**config.mk**
```make
export PLATFORM = sky130hd
export DESIGN_NAME = servant_uart_rx
export DESIGN_NICKNAME = d
export VERILOG_FILES = /design/src/rtl/servant_uart_rx.sv
export SDC_FILE = /design/constraint.sdc
export NUM_CORES = 1
export LEC_CHECK = 0
export ABC_AREA = 1
export ABC_CLOCK_PERIOD_IN_PS = 2300
export CAP_MARGIN = 20
export CELL_PAD_IN_SITES_DETAIL_PLACEMENT = 2
export CELL_PAD_IN_SITES_GLOBAL_PLACEMENT = 2
export CORE_ASPECT_RATIO = 1.4
export CORE_MARGIN = 4
export CORE_UTILIZATION = 34
export DETAILED_ROUTE_END_ITERATION = 10
export MAX_ROUTING_LAYER = met4
export PLACE_DENSITY_LB_ADDON = 0.1
export SKIP_CTS_REPAIR_TIMING = 1
export SYNTH_ARGS = -nofsm -noshare
export SYNTH_HDL_FRONTEND = slang
export SYNTH_SLANG_ARGS = --single-unit
```
**constraint.sdc**
```tcl
create_clock -name wb_clk -period 2.3 [get_ports wb_clk]
set_input_delay 0.575 -clock wb_clk [delete_from_list [all_inputs] [get_ports wb_clk]]
set_output_delay 0.575 -clock wb_clk [all_outputs]
set_load 0.02 [all_outputs]
```
**src/rtl/servant_uart_rx.sv**
```systemverilog
// 8N1 UART receiver with a 2-flop input synchronizer, mid-bit sampling and a
// single-entry valid/ready output buffer that reports framing errors and overruns.
module servant_uart_rx #(
  parameter int unsigned clks_per_bit = 16
) (
  input  logic       wb_clk,
  input  logic       wb_rst,
  input  logic       i_rx,
  input  logic       i_ready,
  output logic [7:0] o_data,
  output logic       o_valid,
  output logic       o_frame_err,
  output logic       o_overrun,
  output logic       o_busy
);

  localparam int unsigned CntW = $clog2(clks_per_bit);
  localparam logic [CntW-1:0] HalfLoad = CntW'(clks_per_bit / 2 - 1);
  localparam logic [CntW-1:0] BitLoad  = CntW'(clks_per_bit - 1);

  typedef enum logic [2:0] {StIdle, StStart, StData, StStop, StBreak} state_e;

  state_e          state_q, state_d;
  logic            rx_meta_q, rx_s_q;
  logic [CntW-1:0] cnt_q, cnt_d;
  logic [2:0]      idx_q, idx_d;
  logic [7:0]      shift_q, shift_d;
  logic [7:0]      data_q, data_d;
  logic            valid_q, valid_d;
  logic            ferr_q, ferr_d;
  logic            ovr_q, ovr_d;
  logic            sample;
  logic            deliver;

  assign sample = (cnt_q == '0);

  always_ff @(posedge wb_clk) begin
    if (wb_rst) begin
      rx_meta_q <= 1'b1;
      rx_s_q    <= 1'b1;
      state_q   <= StIdle;
      cnt_q     <= '0;
      idx_q     <= '0;
      shift_q   <= '0;
      data_q    <= '0;
      valid_q   <= 1'b0;
      ferr_q    <= 1'b0;
      ovr_q     <= 1'b0;
    end else begin
      rx_meta_q <= i_rx;
      rx_s_q    <= rx_meta_q;
      state_q   <= state_d;
      cnt_q     <= cnt_d;
      idx_q     <= idx_d;
      shift_q   <= shift_d;
      data_q    <= data_d;
      valid_q   <= valid_d;
      ferr_q    <= ferr_d;
      ovr_q     <= ovr_d;
    end
  end

  always_comb begin
    state_d = state_q;
    cnt_d   = cnt_q;
    idx_d   = idx_q;
    shift_d = shift_q;
    ferr_d  = 1'b0;
    deliver = 1'b0;
    case (state_q)
      StIdle: begin
        if (!rx_s_q) begin
          state_d = StStart;
          cnt_d   = HalfLoad;
        end
      end
      StStart: begin
        if (sample) begin
          cnt_d = BitLoad;
          if (rx_s_q) begin
            state_d = StIdle;  // glitch shorter than half a bit
          end else begin
            state_d = StData;
            idx_d   = '0;
          end
        end else begin
          cnt_d = cnt_q - CntW'(1);
        end
      end
      StData: begin
        if (sample) begin
          cnt_d          = BitLoad;
          shift_d[idx_q] = rx_s_q;
          idx_d          = idx_q + 3'd1;
          if (idx_q == 3'd7) state_d = StStop;
        end else begin
          cnt_d = cnt_q - CntW'(1);
        end
      end
      StStop: begin
        if (sample) begin
          cnt_d = BitLoad;
          if (rx_s_q) begin
            deliver = 1'b1;
            state_d = StIdle;
          end else begin
            ferr_d  = 1'b1;
            state_d = StBreak;
          end
        end else begin
          cnt_d = cnt_q - CntW'(1);
        end
      end
      StBreak: begin
        if (rx_s_q) state_d = StIdle;
      end
      default: state_d = StIdle;
    endcase
  end

  // Output buffer: a new byte is only taken if the slot is empty or drains this cycle.
  always_comb begin
    data_d  = data_q;
    valid_d = valid_q;
    ovr_d   = 1'b0;
    if (deliver) begin
      if (!valid_q || i_ready) begin
        data_d  = shift_q;
        valid_d = 1'b1;
      end else begin
        ovr_d = 1'b1;
      end
    end else if (valid_q && i_ready) begin
      valid_d = 1'b0;
    end
  end

  assign o_data      = data_q;
  assign o_valid     = valid_q;
  assign o_frame_err = ferr_q;
  assign o_overrun   = ovr_q;
  assign o_busy      = (state_q != StIdle);

endmodule

```
==> results of run 1 <==
state kept, by name, summed over array words and instances (netlist names):
register,cells
idx_q,3
rx_s_q,1
shift_q,8
o_frame_err,1
state_q,3
o_valid,1
o_overrun,1
rx_meta_q,1
o_data,8
cnt_q,4
layout make-up:
| class | count | area [sq um] |
|---|---|---|
| Clock buffer | 6 | 82.58 |
| Clock inverter | 1 | 5.005 |
| Sequential cell | 31 | 620.6 |
| Tap cell | 43 | 53.80 |
| Inverter | 15 | 56.30 |
| Fill cell | 483 | 2308 |
| Timing Repair Buffer | 17 | 165.2 |
| Multi-Input combinational cell | 139 | 728.2 |
metal layers:
layer	share of wire [%]	wire [um]	GRT usage, %	vias up
li1	-	-	-	666
met1	39	1689	18.17	655
met2	56	2421	33.62	18
met3	2.5	107	4.106	10
met4	2.8	120	8.233	0
met5	0	0	-	-
worst max path at each step:
stage	end	depth (start not counted)	slack, ps
after global routing	o_busy	3	20
after detailed placement	o_busy	3	400
after floorplan	idx_q[1]	8	900
after global placement	o_busy	3	440
after CTS	o_busy	3	90
final	o_busy	3	100
stage by stage:
stage | setup WS, ps | std cells | instance area (sq um) | util (%) | hold slack [ps]
final | 102.9 | 252 | 1712 | 42.58 | 426.3
after global routing | 17.81 | 252 | 1712 | 42.58 | 432.9
after CTS | 91.13 | 252 | 1712 | 42.58 | 424.6
after detailed placement | 403.0 | 245 | 1624 | 40.40 | 404.4
after global placement | 443.0 | 245 | 1624 | 40.40 | 403.0
after floorplan | 895.8 | 192 | 1444 | - | 389.5
power by group through the flow:
stage | combinational [W] | clock, W | sequential (W)
after floorplan | 0.000587 | 0 | 0.000681
after global placement | 0.000731 | 0 | 0.000702
after detailed placement | 0.000788 | 0 | 0.000712
after CTS | 0.000812 | 0.000456 | 0.000701
after global routing | 0.000901 | 0.000483 | 0.000715
final | 0.000793 | 0.000441 | 0.000703
cell usage after synthesis, types with 2 or more instances:
cell type | n | area (sq um)
nand2_1 | 47 | 176.4
dfxtp_1 | 31 | 620.6
nor2_1 | 23 | 86.33
a21oi_1 | 22 | 110.1
inv_1 | 12 | 45.04
nand3_1 | 11 | 55.05
nand4_1 | 10 | 62.56
nand3_2 | 5 | 50.05
clkbuf_1 | 4 | 15.01
ha_1 | 3 | 37.54
o21ai_0 | 3 | 15.01
or2_2 | 3 | 18.77
inv_2 | 2 | 7.510
nor3_1 | 2 | 10.01
o21ai_1 | 2 | 10.01
kinds of logic after synthesis:
kind of cell / after synthesis / synth area share (%)
adders and majority gates: 3 / 2.600
DFF: 31 / 42.98
and+or+nand+nor: 109 / 38.48
AOI/OAI and AO/OA: 27 / 9.359
buffers and inverters: 22 / 6.585
==> metrics.csv, run 1 <==
stage;metric;value;unit
place;hpwl dp;3194;um
floorplanning;number of core rows;27;
clock_tree;# H-tree levels;2;
clock_tree;CTS tree;done;
setup_path;slowest cell delay on critical path;600;ps
worst_hold_path;HP Class;flip-flop to flip-flop;
layout;Area Overhead vs Synth;18.54;%
power_and_ir_drop;Internal Pwr Total;0.001089;W
logic_synthesis;count of flip-flops with a built-in enable after synthesis;0;
power_and_ir_drop;Combinational Power Share;40.9;%
timing;Peak Freq;455.1;MHz
logic_synthesis;Unique masters post-synth;27;
setup_path;R2R cell count;5;
setup_path;WP buf/inv;2;
route;Vias/cell;5.353;
logic_synthesis;cell count after synthesis;192;
clock_tree;Clock Path Buffers;2;
layout;ant diodes;0;
setup_path;Crit. Startpoint;state_q[2];
outcome;run status;complete, no violations;
timing;worst-case clock skew;4.197;ps
timing;final hold violations;0;
grt;GRT Util Overall;18.32;%
floorplanning;IO Count;16;
route;drt wl/cell;17.21;um
power_and_ir_drop;Design Power;0.001937;W
logic_synthesis;Post-synth ARST share;0;%
clock_tree;Clk pin slew, worst setup/hold paths;70;ps
timing;Final setup violation count;0;
logic_synthesis;post-synthesis sequential area ratio;42.98;%
clock_tree;clk sinks;31;
route;Detailed Route Iter0 Violations;55;
grt;largest net degree at the start of global routing;22;
layout;commonest cells after routing, fill and taps aside;47 x nand2_1, 31 x dfxtp_1, 23 x nor2_1;
place;global placement routability congestion;0.8173;
timing;worst slew pin tran;439.9;ps
clock_tree;clk_lat worst skew;280;ps
setup_path;Crit Path Category;flip-flop to output pin;
setup_path;Reg-to-Reg End;o_data[0];
logic_synthesis;Syn Std Cell Area;1444;sq um
place;port bufs;15;
route;total vias in the final route;1349;
timing;setup tns final;0;ps
timing;relative slew slack;70.45;%
route;Final ANT Viol Nets;0;
logic_synthesis;warnings from Yosys;0;
setup_path;CP cell instances;inv_2 > nand2_1 > clkdlybuf4s50_1;
floorplanning;Die Area;5368;sq um
layout;layout cells sized above 1;11.96;%
clock_tree;CTS Root Cell;clkbuf_8;
logic_synthesis;Syn Nets;199;
power_and_ir_drop;switching portion of total power;43.75;%
power_and_ir_drop;Max VDD drop;0.4339;mV
setup_path;Worst setup SP type;flip-flop;
route;routed wire length;4338;um
grt;first-pass GRT wire length;7383;um
timing;Final Critical Period;2197;ps
power_and_ir_drop;Switch Pwr;0.0008474;W
grt;initial antenna violation count;0;
power_and_ir_drop;pwr/cell area;1132;nW/um^2
timing;fin. max-slew vios;0;
worst_hold_path;worst hold endpoint;rx_s_q;
route;DRC;0;
worst_hold_path;Hold Crit Start;rx_meta_q;
setup_path;worst reg2reg startpoint;rx_s_q;
floorplanning;Initial Util;35.92;%
logic_synthesis;post-synthesis register bit count;31;
power_and_ir_drop;sequential power share;36.3;%
grt;vias in the first global route;1496;
layout;commonest non-fill, non-tap cell in the layout;nand2_1;
setup_path;crit end category;output pin;
logic_synthesis;predominant post-synthesis flop cell;dfxtp_1;
setup_path;reg-to-reg slack, setup;620;ps
power_and_ir_drop;Clk pwr share;22.8;%
floorplanning;die height;85.11;um
clock_tree;CTS buffer count;5;
power_and_ir_drop;Leakage Power;0.6616;nW
timing;unrepaired setup endpoints after global routing;false;
setup_path;slowest cell on the critical path;clkdlybuf4s50_1;
job;Max Cap Viol;0;
setup_path;peak fanout along the critical path;6;
floorplanning;area of the core;4020;sq um
timing;final critical-path share of the clock period;95.53;%
setup_path;Worst EP arrival;1620;ps
logic_synthesis;Mean Syn Cell Area;7.520;sq um
setup_path;CP Data Required Time;1730;ps
worst_hold_path;worst hold path cell count;1;
route;drt first pass iters;4;
setup_path;Worst path top cell family by delay;buffers and inverters;
floorplanning;Die Width;63.08;um
grt;total gr overflow;0;
layout;NumNets Final;216;
Note: power is estimated with default switching activity, not from simulation.
==> inputs of run 2 (changes only) <==
- CORE_MARGIN: 4 -> default
- RECOVER_POWER: default -> 100
==> metrics.csv, run 2 (synthesis results as in run 1) <==
stage;metric;value;unit;change
setup_path;CP Data Required Time;1730;ps;about the same
route;met3 WL;105;um;-1.9%
outcome;run status;finished, violations left;;
route;total vias in the final route;1364;;+1.1%
floorplanning;Die Area;4515;sq um;-16%
place;port bufs;15;;unchanged
timing;relative slew slack;47.84;%;-23 points
route;DRC;2;;+2
grt;largest net degree at the start of global routing;20;;-9.1%
timing;worst-case clock skew;5.015;ps;+0.8177 ps
place;global placement routability congestion;0.8651;;+5.8%
timing;unrepaired setup endpoints after global routing;false;;
job;Max Cap Viol;0;;unchanged
layout;layout cells sized above 1;11.37;%;-0.59 points
power_and_ir_drop;Design Power;0.001999;W;+3.2%
grt;GRT Util Overall;21.42;%;+3.1 points
clock_tree;clk_lat worst skew;280;ps;about the same
floorplanning;number of core rows;27;;unchanged
power_and_ir_drop;Max VDD drop;0.4079;mV;-6.0%
grt;vias in the first global route;1491;;-0.33%
floorplanning;die height;79.11;um;-7.1%
setup_path;Worst EP arrival;1570;ps;-50 ps
route;Detailed Route Iter0 Violations;41;;-25%
outcome;failing checks;design-rule violations;;
route;drt first pass iters;7;;+3
layout;fill cell count;491;;+1.7%
route;Vias/cell;5.370;;+0.32%
route;top layer in use;met4;;
timing;worst slew pin tran;778.2;ps;+338.3 ps
power_and_ir_drop;Leakage Power;0.7024;nW;+6.2%
clock_tree;clk sinks;31;;unchanged
layout;Area Overhead vs Synth;19.15;%;
setup_path;crit end category;output pin;;
route;routed wire length;4171;um;-3.8%
setup_path;Crit Path Category;flip-flop to output pin;;
timing;final critical-path share of the clock period;93.16;%;-2.4 points
clock_tree;CTS tree;done;;
place;hpwl dp;3084;um;-3.4%
layout;NumNets Final;217;;+0.46%
floorplanning;area of the core;3986;sq um;-0.84%
timing;final hold violations;0;;unchanged
floorplanning;IO Count;16;;unchanged
layout;commonest cells after routing, fill and taps aside;47 x nand2_1, 31 x dfxtp_1, 23 x nor2_1;;
route;drt wl/cell;16.42;um;-4.6%
clock_tree;# H-tree levels;2;;unchanged
clock_tree;CTS Root Cell;clkbuf_8;;
layout;fin util;43.16;%;+0.58 points
setup_path;Worst setup SP type;flip-flop;;
layout;ant diodes;0;;unchanged
floorplanning;Initial Util;36.22;%;+0.30 points
grt;total gr overflow;0;;unchanged
floorplanning;Die Width;57.08;um;-9.5%
route;Final ANT Viol Nets;0;;unchanged
clock_tree;Clock Path Buffers;2;;unchanged
timing;Final setup violation count;0;;unchanged
timing;setup tns final;0;ps;unchanged
layout;commonest non-fill, non-tap cell in the layout;nand2_1;;
route;met1 WL;1581;um;-6.4%
power_and_ir_drop;pwr/cell area;1162;nW/um^2;+2.7%
clock_tree;CTS buffer count;5;;unchanged
timing;Final Critical Period;2143;ps;-54.52 ps
setup_path;peak fanout along the critical path;5;;-1
grt;first-pass GRT wire length;7079;um;-4.1%
worst_hold_path;HP Class;flip-flop to flip-flop;;
grt;initial antenna violation count;0;;unchanged
timing;Peak Freq;466.7;MHz;+2.5%
clock_tree;Clk pin slew, worst setup/hold paths;70;ps;about the same
timing;fin. max-slew vios;0;;unchanged
route;met2 WL;2418;um;-0.12%
run 2: power by group:
part | total, W | internal [W] | switching (W)
logic | 0.000749 | 0.000235 | 0.000513
clock network | 0.000557 | 0.000350 | 0.000206
registers | 0.000694 | 0.000606 | 0.0000877
total | 0.00200 | 0.00119 | 0.000807
run 2: worst max-delay path: stages (launching register included):
cell             delay [ps]
dfxtp_1                 460
nor2_1                  150
nand2_1                  80
clkdlybuf4s50_1         590
run 2: final cells by class:
type	instances	area, sq um	share of cell area [%]
sequential	31	620.6	36.07
inverter	15	56.30	3.273
tap	43	53.80	3.127
clock buffer	6	82.58	4.800
clock inverter	2	35.03	2.036
timing repair buffer	18	168.9	9.818
multi-input combinational	139	703.2	40.87
run 2: layer usage:
layer	vias up	global-route usage, %
met2	15	41.41
met4	0	6.341
met1	675	20.85
met5	-	-
met3	6	4.723
li1	668	-
run 2: through the flow:
stage / cells / instance area (sq um) / setup slack (ps) / hold slack [ps]
5_1_grt: 254 / 1720 / 42.73 / 430.7
6_report: 254 / 1720 / 157.4 / 417.2
4_1_cts: 254 / 1749 / 111.8 / 419.7
3_5_place_dp: 246 / 1632 / 445.5 / 404.5
3_3_place_gp: 246 / 1632 / 497.8 / 402.7
2_1_floorplan: 192 / 1444 / 895.8 / 389.5
run 2: final timing paths:
kind | from | slack, ps | to | depth (start not counted)
setup / recovery | state_q[0] | 160 | o_busy | 3
hold / removal | rx_meta_q | 420 | rx_s_q | 1
setup reg to reg | rx_s_q | 270 | o_data[3] | 5
hold reg to reg | rx_meta_q | 420 | rx_s_q | 1
